$ cat src/rtl/shr_frame_scheduler_if.sv
// Frame scheduler bus: requester levels and config toward the scheduler, shifter handshake and status back.
// Latency: none (wires only).
// Backpressure: none; eng_start/eng_done is a start/complete pulse pair.
interface shr_frame_scheduler_if #(
    parameter int CNT_W = 16
);
    logic             req_send;
    logic             req_clr;
    logic             clr_to_one;
    logic             auto_en;
    logic [CNT_W-1:0] auto_period;
    logic [7:0]       gap_cycles;
    logic             eng_done;
    logic             eng_start;
    logic [1:0]       frame_src;
    logic             busy;
    logic [CNT_W-1:0] frame_cnt;
    logic             overrun;
    logic             wdog_err;

    modport master (
        output req_send, req_clr, clr_to_one, auto_en, auto_period, gap_cycles, eng_done,
        input  eng_start, frame_src, busy, frame_cnt, overrun, wdog_err
    );

    modport slave (
        input  req_send, req_clr, clr_to_one, auto_en, auto_period, gap_cycles, eng_done,
        output eng_start, frame_src, busy, frame_cnt, overrun, wdog_err
    );
endinterface

$ cat src/rtl/shr_frame_scheduler.sv
// Arbitrates clear/send/auto frame requests onto the shifter; optional SHR_WDOG_EN adds a WAIT watchdog.
// Latency: pending request to eng_start 1 cycle from IDLE; req_* level edges add SYNC_STAGES+1 cycles.
// Backpressure: one frame in flight; later requests stay pending, a repeat while pending flags overrun.
module shr_frame_scheduler #(
    parameter int SYNC_STAGES = 2,
    parameter int CNT_W       = 16,
    parameter int TIMEOUT     = 4096
) (
    input  logic                 clk_in,
    input  logic                 rst_n,
    shr_frame_scheduler_if.slave bus
);
    typedef enum logic [1:0] {IDLE, START, WAIT, GAP} state_t;

    state_t                 state;
    logic [SYNC_STAGES-1:0] send_sync;
    logic [SYNC_STAGES-1:0] clr_sync;
    logic                   send_prev;
    logic                   clr_prev;
    logic [SYNC_STAGES:0]   arm;
    logic                   send_edge;
    logic                   clr_edge;
    logic                   pend_send;
    logic                   pend_clr;
    logic                   pend_auto;
    logic                   grant_clr;
    logic                   grant_send;
    logic                   grant_auto;
    logic                   any_grant;
    logic [CNT_W-1:0]       auto_timer;
    logic                   auto_run;
    logic                   auto_expire;
    logic                   wait_exit;
    logic [7:0]             gap_cnt;
    logic                   eng_start_q;
    logic                   busy_q;
    logic [1:0]             frame_src_q;
    logic [CNT_W-1:0]       frame_cnt_q;
    logic                   overrun_q;

    // Edges stay masked until the synchronizer has filled, so a level held through reset is not a request.
    assign send_edge = arm[SYNC_STAGES] & send_sync[SYNC_STAGES-1] & ~send_prev;
    assign clr_edge  = arm[SYNC_STAGES] & clr_sync[SYNC_STAGES-1] & ~clr_prev;

    always_ff @(posedge clk_in or negedge rst_n) begin
        if (!rst_n) begin
            send_sync <= '0;
            clr_sync  <= '0;
            send_prev <= 1'b0;
            clr_prev  <= 1'b0;
            arm       <= '0;
        end else begin
            send_sync <= {send_sync[SYNC_STAGES-2:0], bus.req_send};
            clr_sync  <= {clr_sync[SYNC_STAGES-2:0], bus.req_clr};
            send_prev <= send_sync[SYNC_STAGES-1];
            clr_prev  <= clr_sync[SYNC_STAGES-1];
            arm       <= {arm[SYNC_STAGES-1:0], 1'b1};
        end
    end

    assign any_grant  = (state == IDLE) & (pend_clr | pend_send | pend_auto);
    assign grant_clr  = (state == IDLE) & pend_clr;
    assign grant_send = (state == IDLE) & pend_send & ~pend_clr;
    assign grant_auto = (state == IDLE) & pend_auto & ~pend_clr & ~pend_send;

    assign auto_run    = bus.auto_en & (bus.auto_period != '0);
    assign auto_expire = auto_run & (auto_timer == bus.auto_period - CNT_W'(1));

    always_ff @(posedge clk_in or negedge rst_n) begin
        if (!rst_n) begin
            pend_send  <= 1'b0;
            pend_clr   <= 1'b0;
            pend_auto  <= 1'b0;
            auto_timer <= '0;
            overrun_q  <= 1'b0;
        end else begin
            if (clr_edge) begin
                if (pend_clr && !grant_clr) overrun_q <= 1'b1;
                pend_clr <= 1'b1;
            end else if (grant_clr) begin
                pend_clr <= 1'b0;
            end

            if (send_edge) begin
                if (pend_send && !grant_send) overrun_q <= 1'b1;
                pend_send <= 1'b1;
            end else if (grant_send) begin
                pend_send <= 1'b0;
            end

            // An auto grant trails its own expiry reload by one cycle; reloading again would stretch the period.
            if (!auto_run) begin
                auto_timer <= '0;
                pend_auto  <= 1'b0;
            end else begin
                if (auto_expire) pend_auto <= 1'b1;
                else if (grant_auto) pend_auto <= 1'b0;
                if (auto_expire || grant_clr || grant_send) auto_timer <= '0;
                else auto_timer <= auto_timer + CNT_W'(1);
            end
        end
    end

`ifdef SHR_WDOG_EN
    localparam int WDOG_W = $clog2(TIMEOUT + 1);

    logic [WDOG_W-1:0] wait_cnt;
    logic              wdog_fire;
    logic              wdog_err_q;

    assign wdog_fire = (state == WAIT) & (wait_cnt == WDOG_W'(TIMEOUT - 1));
    assign wait_exit = bus.eng_done | wdog_fire;

    always_ff @(posedge clk_in or negedge rst_n) begin
        if (!rst_n) begin
            wait_cnt   <= '0;
            wdog_err_q <= 1'b0;
        end else if (state != WAIT) begin
            wait_cnt <= '0;
        end else begin
            wait_cnt <= wait_cnt + WDOG_W'(1);
            if (wdog_fire && !bus.eng_done) wdog_err_q <= 1'b1;
        end
    end

    assign bus.wdog_err = wdog_err_q;
`else
    logic timeout_unused;

    assign timeout_unused = (TIMEOUT != 0);
    assign wait_exit      = bus.eng_done;
    assign bus.wdog_err   = 1'b0;
`endif

    always_ff @(posedge clk_in or negedge rst_n) begin
        if (!rst_n) begin
            state       <= IDLE;
            eng_start_q <= 1'b0;
            busy_q      <= 1'b0;
            frame_src_q <= 2'b00;
            frame_cnt_q <= '0;
            gap_cnt     <= 8'd0;
        end else begin
            case (state)
                IDLE: begin
                    if (any_grant) begin
                        state       <= START;
                        eng_start_q <= 1'b1;
                        busy_q      <= 1'b1;
                        frame_src_q <= pend_clr ? {bus.clr_to_one, ~bus.clr_to_one} : 2'b00;
                    end
                end
                START: begin
                    eng_start_q <= 1'b0;
                    state       <= WAIT;
                end
                WAIT: begin
                    if (bus.eng_done) frame_cnt_q <= frame_cnt_q + CNT_W'(1);
                    if (wait_exit) begin
                        frame_src_q <= 2'b00;
                        if (bus.gap_cycles == 8'd0) begin
                            state  <= IDLE;
                            busy_q <= 1'b0;
                        end else begin
                            state   <= GAP;
                            gap_cnt <= bus.gap_cycles;
                        end
                    end
                end
                GAP: begin
                    if (gap_cnt <= 8'd1) begin
                        state  <= IDLE;
                        busy_q <= 1'b0;
                    end else begin
                        gap_cnt <= gap_cnt - 8'd1;
                    end
                end
                default: state <= IDLE;
            endcase
        end
    end

    assign bus.eng_start = eng_start_q;
    assign bus.busy      = busy_q;
    assign bus.frame_src = frame_src_q;
    assign bus.frame_cnt = frame_cnt_q;
    assign bus.overrun   = overrun_q;
endmodule

$ cat src/flat_wrapper.sv
// flat-port wrapper written by rule: the top's interface ports become plain ports
module shr_frame_scheduler_flat 
#(
    parameter int SYNC_STAGES = 2,
    parameter int CNT_W       = 16,
    parameter int TIMEOUT     = 4096
)
  (clk_in, rst_n, bus_req_send, bus_req_clr, bus_clr_to_one, bus_auto_en, bus_auto_period, bus_gap_cycles, bus_eng_done, bus_eng_start, bus_frame_src, bus_busy, bus_frame_cnt, bus_overrun, bus_wdog_err);
  shr_frame_scheduler_if #(.CNT_W(CNT_W)) bus_i ();
  input  logic clk_in;
  input  logic rst_n;
  input wire logic [$bits(bus_i.req_send)-1:0] bus_req_send;
  input wire logic [$bits(bus_i.req_clr)-1:0] bus_req_clr;
  input wire logic [$bits(bus_i.clr_to_one)-1:0] bus_clr_to_one;
  input wire logic [$bits(bus_i.auto_en)-1:0] bus_auto_en;
  input wire logic [$bits(bus_i.auto_period)-1:0] bus_auto_period;
  input wire logic [$bits(bus_i.gap_cycles)-1:0] bus_gap_cycles;
  input wire logic [$bits(bus_i.eng_done)-1:0] bus_eng_done;
  output wire logic [$bits(bus_i.eng_start)-1:0] bus_eng_start;
  output wire logic [$bits(bus_i.frame_src)-1:0] bus_frame_src;
  output wire logic [$bits(bus_i.busy)-1:0] bus_busy;
  output wire logic [$bits(bus_i.frame_cnt)-1:0] bus_frame_cnt;
  output wire logic [$bits(bus_i.overrun)-1:0] bus_overrun;
  output wire logic [$bits(bus_i.wdog_err)-1:0] bus_wdog_err;
  assign bus_i.req_send = bus_req_send;
  assign bus_i.req_clr = bus_req_clr;
  assign bus_i.clr_to_one = bus_clr_to_one;
  assign bus_i.auto_en = bus_auto_en;
  assign bus_i.auto_period = bus_auto_period;
  assign bus_i.gap_cycles = bus_gap_cycles;
  assign bus_i.eng_done = bus_eng_done;
  assign bus_eng_start = bus_i.eng_start;
  assign bus_frame_src = bus_i.frame_src;
  assign bus_busy = bus_i.busy;
  assign bus_frame_cnt = bus_i.frame_cnt;
  assign bus_overrun = bus_i.overrun;
  assign bus_wdog_err = bus_i.wdog_err;
  shr_frame_scheduler #(.SYNC_STAGES(SYNC_STAGES), .CNT_W(CNT_W), .TIMEOUT(TIMEOUT)) u_core (.clk_in(clk_in), .rst_n(rst_n), .bus(bus_i));
endmodule
$ cat config.mk
export PLATFORM = sky130hd
export DESIGN_NAME = shr_frame_scheduler_flat
export DESIGN_NICKNAME = d
export VERILOG_FILES = /design/src/rtl/shr_frame_scheduler_if.sv /design/src/rtl/shr_frame_scheduler.sv /design/src/flat_wrapper.sv
export SDC_FILE = /design/constraint.sdc
export NUM_CORES = 1
export LEC_CHECK = 0
export ABC_AREA = 1
export CAP_MARGIN = 40
export CELL_PAD_IN_SITES_DETAIL_PLACEMENT = 0
export CELL_PAD_IN_SITES_GLOBAL_PLACEMENT = 2
export CORE_AREA = 3 3 115 117
export DETAILED_ROUTE_END_ITERATION = 16
export DIE_AREA = 0 0 118 120
export GPL_TIMING_DRIVEN = 0
export MAX_ROUTING_LAYER = met4
export PLACE_DENSITY_LB_ADDON = 0.08
export SLEW_MARGIN = 20
export SYNTH_ARGS = -nofsm -noshare
export SYNTH_HDL_FRONTEND = slang
export SYNTH_SLANG_ARGS = --single-unit
$ cat constraint.sdc
create_clock -name clk_in -period 1.6 [get_ports clk_in]
set_clock_uncertainty 0.1 [all_clocks]
set_input_delay 0.4 -clock clk_in [delete_from_list [all_inputs] [get_ports clk_in]]
set_output_delay 0.4 -clock clk_in [all_outputs]
set_load 0.03 [all_outputs]
* After elaboration in Yosys (flattened, before gate mapping)
Index checks and enable logic that the tools add are counted.
Word-level totals: flip-flop bits (word level) 59, bits of input ports 31, output and inout port bits 22, logic and storage cells 105
Operators by class: add/sub/neg operators 4, order comparisons 1, equality and inequality tests 11, mux-type cells 32, bitwise operators 20, reductions and logical operators 21
Operators with widths (count):
- adder 16 x 1 -> 16 bit (second input constant) | 2
- two-way mux 16 bit | 2
- two-way mux 8 bit | 3
- equality test 16 bit | 1
- one-hot mux 8 bit (2 select lines) | 1
- nonzero test 16 bit | 1
- subtractor 16 x 1 -> 16 bit (second input constant) | 1
- two-way mux 1 bit | 15
- two-way mux 2 bit | 7
- AND 1 bit | 13
- nonzero test 2 bit | 5
- <= comparator 8 x 1 -> 1 bit (second input constant) | 1
- zero test 8 bit | 1
- one-hot mux 2 bit (4 select lines) | 1
- subtractor 8 x 1 -> 8 bit (second input constant) | 1
- != test 2 x 1 -> 1 bit (second input constant) | 3
- != test 2 bit (second input constant) | 3
- AND reduction 3 bit | 2
- inverter 1 bit | 5
- AND reduction 5 bit | 1
- equality test 2 bit (second input constant) | 2
- one-hot mux 2 bit (2 select lines) | 1
- AND reduction 2 bit | 2
- AND reduction 4 bit | 1
- 10 further kinds | 14

* Logic depth before layout (Yosys ltp)
depth in word-level cells 8, gate-level depth with buffers 14, mapped depth without buffers 13

* Worst setup path after synthesis
Ideal clock, no wire load.
path type input to register, start point in bus_auto_period[0], end point reg u_core.auto_timer[12], setup time 121 ps, data arrival time 1808 ps, required time 1379 ps, slack -429 ps, stages 14, path buffers 1, path through inv_1 -> ha_1 -> or2_2 -> nand2_1 -> nand2_1 -> nand2_1 -> nand2_1 -> nor2_1 -> nand3_1 -> nor2_1 -> nand3_2 -> nand2_4 -> buf_6 -> nor2_1
Between the ends: word-level cells in the longest chain between the ends 7, elaborated cells between the ends (all ways) 9, those cells by class add/sub (1); eq/ne (1); mux (2); bitwise (2); reduce/logical (3)
RTL lines:
- from (decl) | RTL line flat_wrapper.sv:16 | input wire logic [$bits(bus_i.auto_period)-1:0] bus_auto_period;
- subtractor 16 x 1 -> 16 bit or nonzero test 16 bit (tied branches) | RTL line shr_frame_scheduler.sv:67, shr_frame_scheduler.sv:66
- equality test 16 bit or AND 1 bit (tied branches) | RTL line shr_frame_scheduler.sv:67, shr_frame_scheduler.sv:66
- AND 1 bit | RTL line shr_frame_scheduler.sv:67 | assign auto_expire = auto_run & (auto_timer == bus.auto_period - CNT_W'(1));
- logical OR 1 bit (2 in series) | RTL line shr_frame_scheduler.sv:98 | if (auto_expire || grant_clr || grant_send) auto_timer <= '0;
- two-way mux 16 bit | RTL line shr_frame_scheduler.sv:98
- two-way mux 16 bit (*) | RTL line shr_frame_scheduler.sv:92 | if (!auto_run) begin
- to (signal assigned) | RTL line shr_frame_scheduler.sv:99 | else auto_timer <= auto_timer + CNT_W'(1);
- to (decl) | RTL line shr_frame_scheduler.sv:30 | logic [CNT_W-1:0] auto_timer;
Every way passes the cells marked *; elsewhere a longest branch is shown, timed or not. A chain may end at the register's enable or synchronous reset.

* Final worst setup path
Ends and elaborated chain as after synthesis.

==> qor.csv <==
metric,value,unit
status,"finished, violations left",
failing checks,negative setup slack,
crit-path most repeated cell,nand2_1,
syn_nets,473,
final setup violating endpoints,35,
worst min-delay path class,reg -> reg,
Gate power share,42.2,%
Critical Path Fanout Max,5,
Sw Ratio,37.0,%
synth warn,0,
Internal Power,4.41,mW
Critical Path RT,1.71,ns
unrepaired setup endpoints after global routing,true,
design area,5310,um2
I/O pin count,53,
critical path data arrival time,2.03,ns
TritonCTS clock tree,done,
GRT Util Overall,13.7,%
cell area power density,1320,nW/um2
gr ovfl total,0,
post-synthesis cell count,436,
ant diodes,0,
drt drc,0,
critical path's top delay family,simple AND/OR/NAND/NOR gates,
layer with the highest usage,met2,
Synth Register Bits,59,
max-cap violations,0,
final period utilization,120,%
"area leader, netlist",dfrtp_1,
ys async rst share,100,%
max incr delay on CP,0.22,ns
HP Start,u_core.clr_sync[0]$_DFF_PN0_,
Fin. Hold Viols,0,
dominant cells by area after synthesis,"dfrtp_1, nand2_1, nor2_1",
clk slew on worst S/H paths,0.05,ns
Peak Freq,521,MHz
Placeable Area,12500,um2
hold path endpoint,u_core.clr_sync[1]$_DFF_PN0_,
Post-synth top cells,"nand2_1, nor2_1, dfrtp_1",
Synth cell types,37,
final worst path period need,1.92,ns
Post-DP HPWL,6240,um
detailed-route via count,3154,
Pins Over Slew Limit,0,
CP Launch Point,bus_auto_period[0],
Hold Crit Depth,0,
CTS Root Cell,clkbuf_16,
Placed Instance Area,4210,um2
Clk pwr share,28.2,%
# rows,41,
Setup crit start kind,primary input,
synthesized cell area,3410,um2
Post-Route WL,8910,um
Clock Latency Late Sink,0.32,ns
Sink Count,59,
R2R setup slack,-0.23,ns
initial antenna violation count,0,
Hold Slack,0.246,ns
Avg WL per Cell,12.1,um
final-layout fill cell count,1284,
Initial DRC Count,135,
pre-CTS setup slack,-1.31,ns
first-pass detailed-route iteration total,4,
type of the worst setup path,in -> reg,
static leakage,2.45,nW
routing usage on met2,21.8,%
Clock H-tree levels,3,
full die area,14200,um2
crit-path cells,buf_8 -> clkinvlp_4 -> ha_4 -> or2_4 -> nand2_1 -> nand2_1 -> nand2_1 -> nand2_2 -> nor2_4 -> nand3_2 -> nor2_2 -> nand3_2 -> nand2_4 -> buf_12 -> buf_8 -> nor2_1,
vias in the first global route,3106,
R2R cell count,12,
"Top FF cell, synth",dfrtp_1,
share of the synthesized area in the top cell type,43.3,%
Worst setup EP type,register,
Tot Pwr,7.00,mW
total CTS buffers,9,
sequential fraction of the synthesis area,43.3,%
pin count of the biggest net entering global routing,33,
vias per cell,4.30,
worst path bufs/invs,4,
Port Buffers,51,
reg2reg start,u_core.auto_timer[7]$_DFF_PN0_,
number of synthesized flops with an enable pin,0,
reg2reg end,u_core.auto_timer[12]$_DFF_PN0_,
first-pass GRT wire length,15300,um
Longest Clk Path Bufs,2,
switching power total,2.59,mW
initial core utilization,27.4,%
"IR drop worst, VDD",0.000750,V
GR Util met3,2.50,%
Mapped Avg Cell Area,7.82,um2
Routed Antenna Nets,0,
CP max stage cell,or2_4,
GPL Wtd Cong,0.767,
Syn-to-layout area delta,55.7,%
most common cell in the netlist,nand2_1,
layout cells sized above 1,39.7,%
final net count,594,
final worst slack,-0.319,ns
width of the die,118,um
Flop pwr share,29.6,%
met1 usage,17.6,%
chip height,120,um
registers in the layout (all words and copies together), names as in the netlist:
register and flops:
u_core.send_sync 2, u_core.bus.overrun 1, u_core.bus.frame_cnt 16, u_core.state 2, u_core.clr_prev 1, u_core.pend_clr 1, u_core.send_prev 1, u_core.bus.eng_start 1
u_core.arm 3, u_core.gap_cnt 8, u_core.bus.busy 1, u_core.pend_send 1, u_core.bus.frame_src 2, u_core.clr_sync 2, u_core.auto_timer 16, u_core.pend_auto 1
cell type report:
cell class	count	area, um2	share of cell area, %
buffer	4	41.3	0.778
clock buffer	11	253	4.76
clock inverter	5	61.3	1.15
inverter	55	214	4.03
multi-input combinational	316	2090	39.3
sequential	59	1490	28.0
tap	172	215	4.05
timing repair buffer	112	950	17.9
power groups by stage:
stage               Clock [mW]  Combinational [mW]  Sequential (mW)
floorplan                    0                1.23             2.26
global placement             0                2.10             2.10
detailed placement           0                2.10             2.10
CTS                       2.04                2.80             2.07
global route              2.12                3.27             2.11
finish                    1.98                2.95             2.07
through the flow:
step                      setup TNS [ns]  cells  utilization [%]
after floorplan                    -6.04    436                -
after global placement           -160.71    659             33.6
after detailed placement          -32.85    660             33.8
after CTS                          -6.05    722             41.4
after global routing               -9.73    734             42.6
final                              -6.16    734             42.6
layout by cell type (no fill, tap or decap), drive strengths merged:
cell type and count:
nor4 1, clkbuf 21, o22a 1, dlygate4sd3 1
a31oi 2, o21a 1, nor2 89, conb 2
dfrtp 59, clkdlybuf4s50 6, dlygate4sd2 10, nand4 6
o31ai 2, ha 6, bufinv 1, nor3b 2
clkdlybuf4s15 10, nand2 95, nor3 5, o211ai 2
inv 53, xnor2 13, nand3b 1, a21oi 10
a21o 1, dlymetal6s2s 3, clkinv 1, o21ai 20
xor2 25, buf 76, o22ai 4, clkinvlp 5
or2 2, nand3 26
worst max-delay path by stage:
stage,to,slack [ns],cells past startpoint
2_1_floorplan,u_core.auto_timer[12]$_DFF_PN0_,-0.38,14
3_3_place_gp,u_core.bus.frame_cnt[0]$_DFFE_PN0P_,-2.41,1
3_5_place_dp,u_core.auto_timer[4]$_DFF_PN0_,-1.31,15
4_1_cts,u_core.auto_timer[12]$_DFF_PN0_,-0.30,16
5_1_grt,u_core.auto_timer[12]$_DFF_PN0_,-0.42,16
6_report,u_core.auto_timer[12]$_DFF_PN0_,-0.32,16
per-layer routing:
metal	share of wire [%]	up-vias
li1	-	1621
met1	46	1464
met2	49	59
met3	4.1	10
met4	1.6	0
met5	0	-
kinds of logic after synthesis:
family          Yosys count  synth area share [%]
simple gates            227                  30.2
buf+inv                  61                  7.16
flops                    59                  43.3
compound gates           43                  7.19
xor+xnor                 38                  9.76
fa+ha+maj                 6                  2.20
other cells               2                 0.220
what timing repair did:
action	4_1_cts	5_1_grt
pin swaps	46	35
hold buffers	1	0
resized for setup	172	76
hold endpoints to repair	31	0
gates cloned	2	0
setup buffers	44	14
endpoints found under the setup margin	59	51
Power figures use the tool's default switching activity.
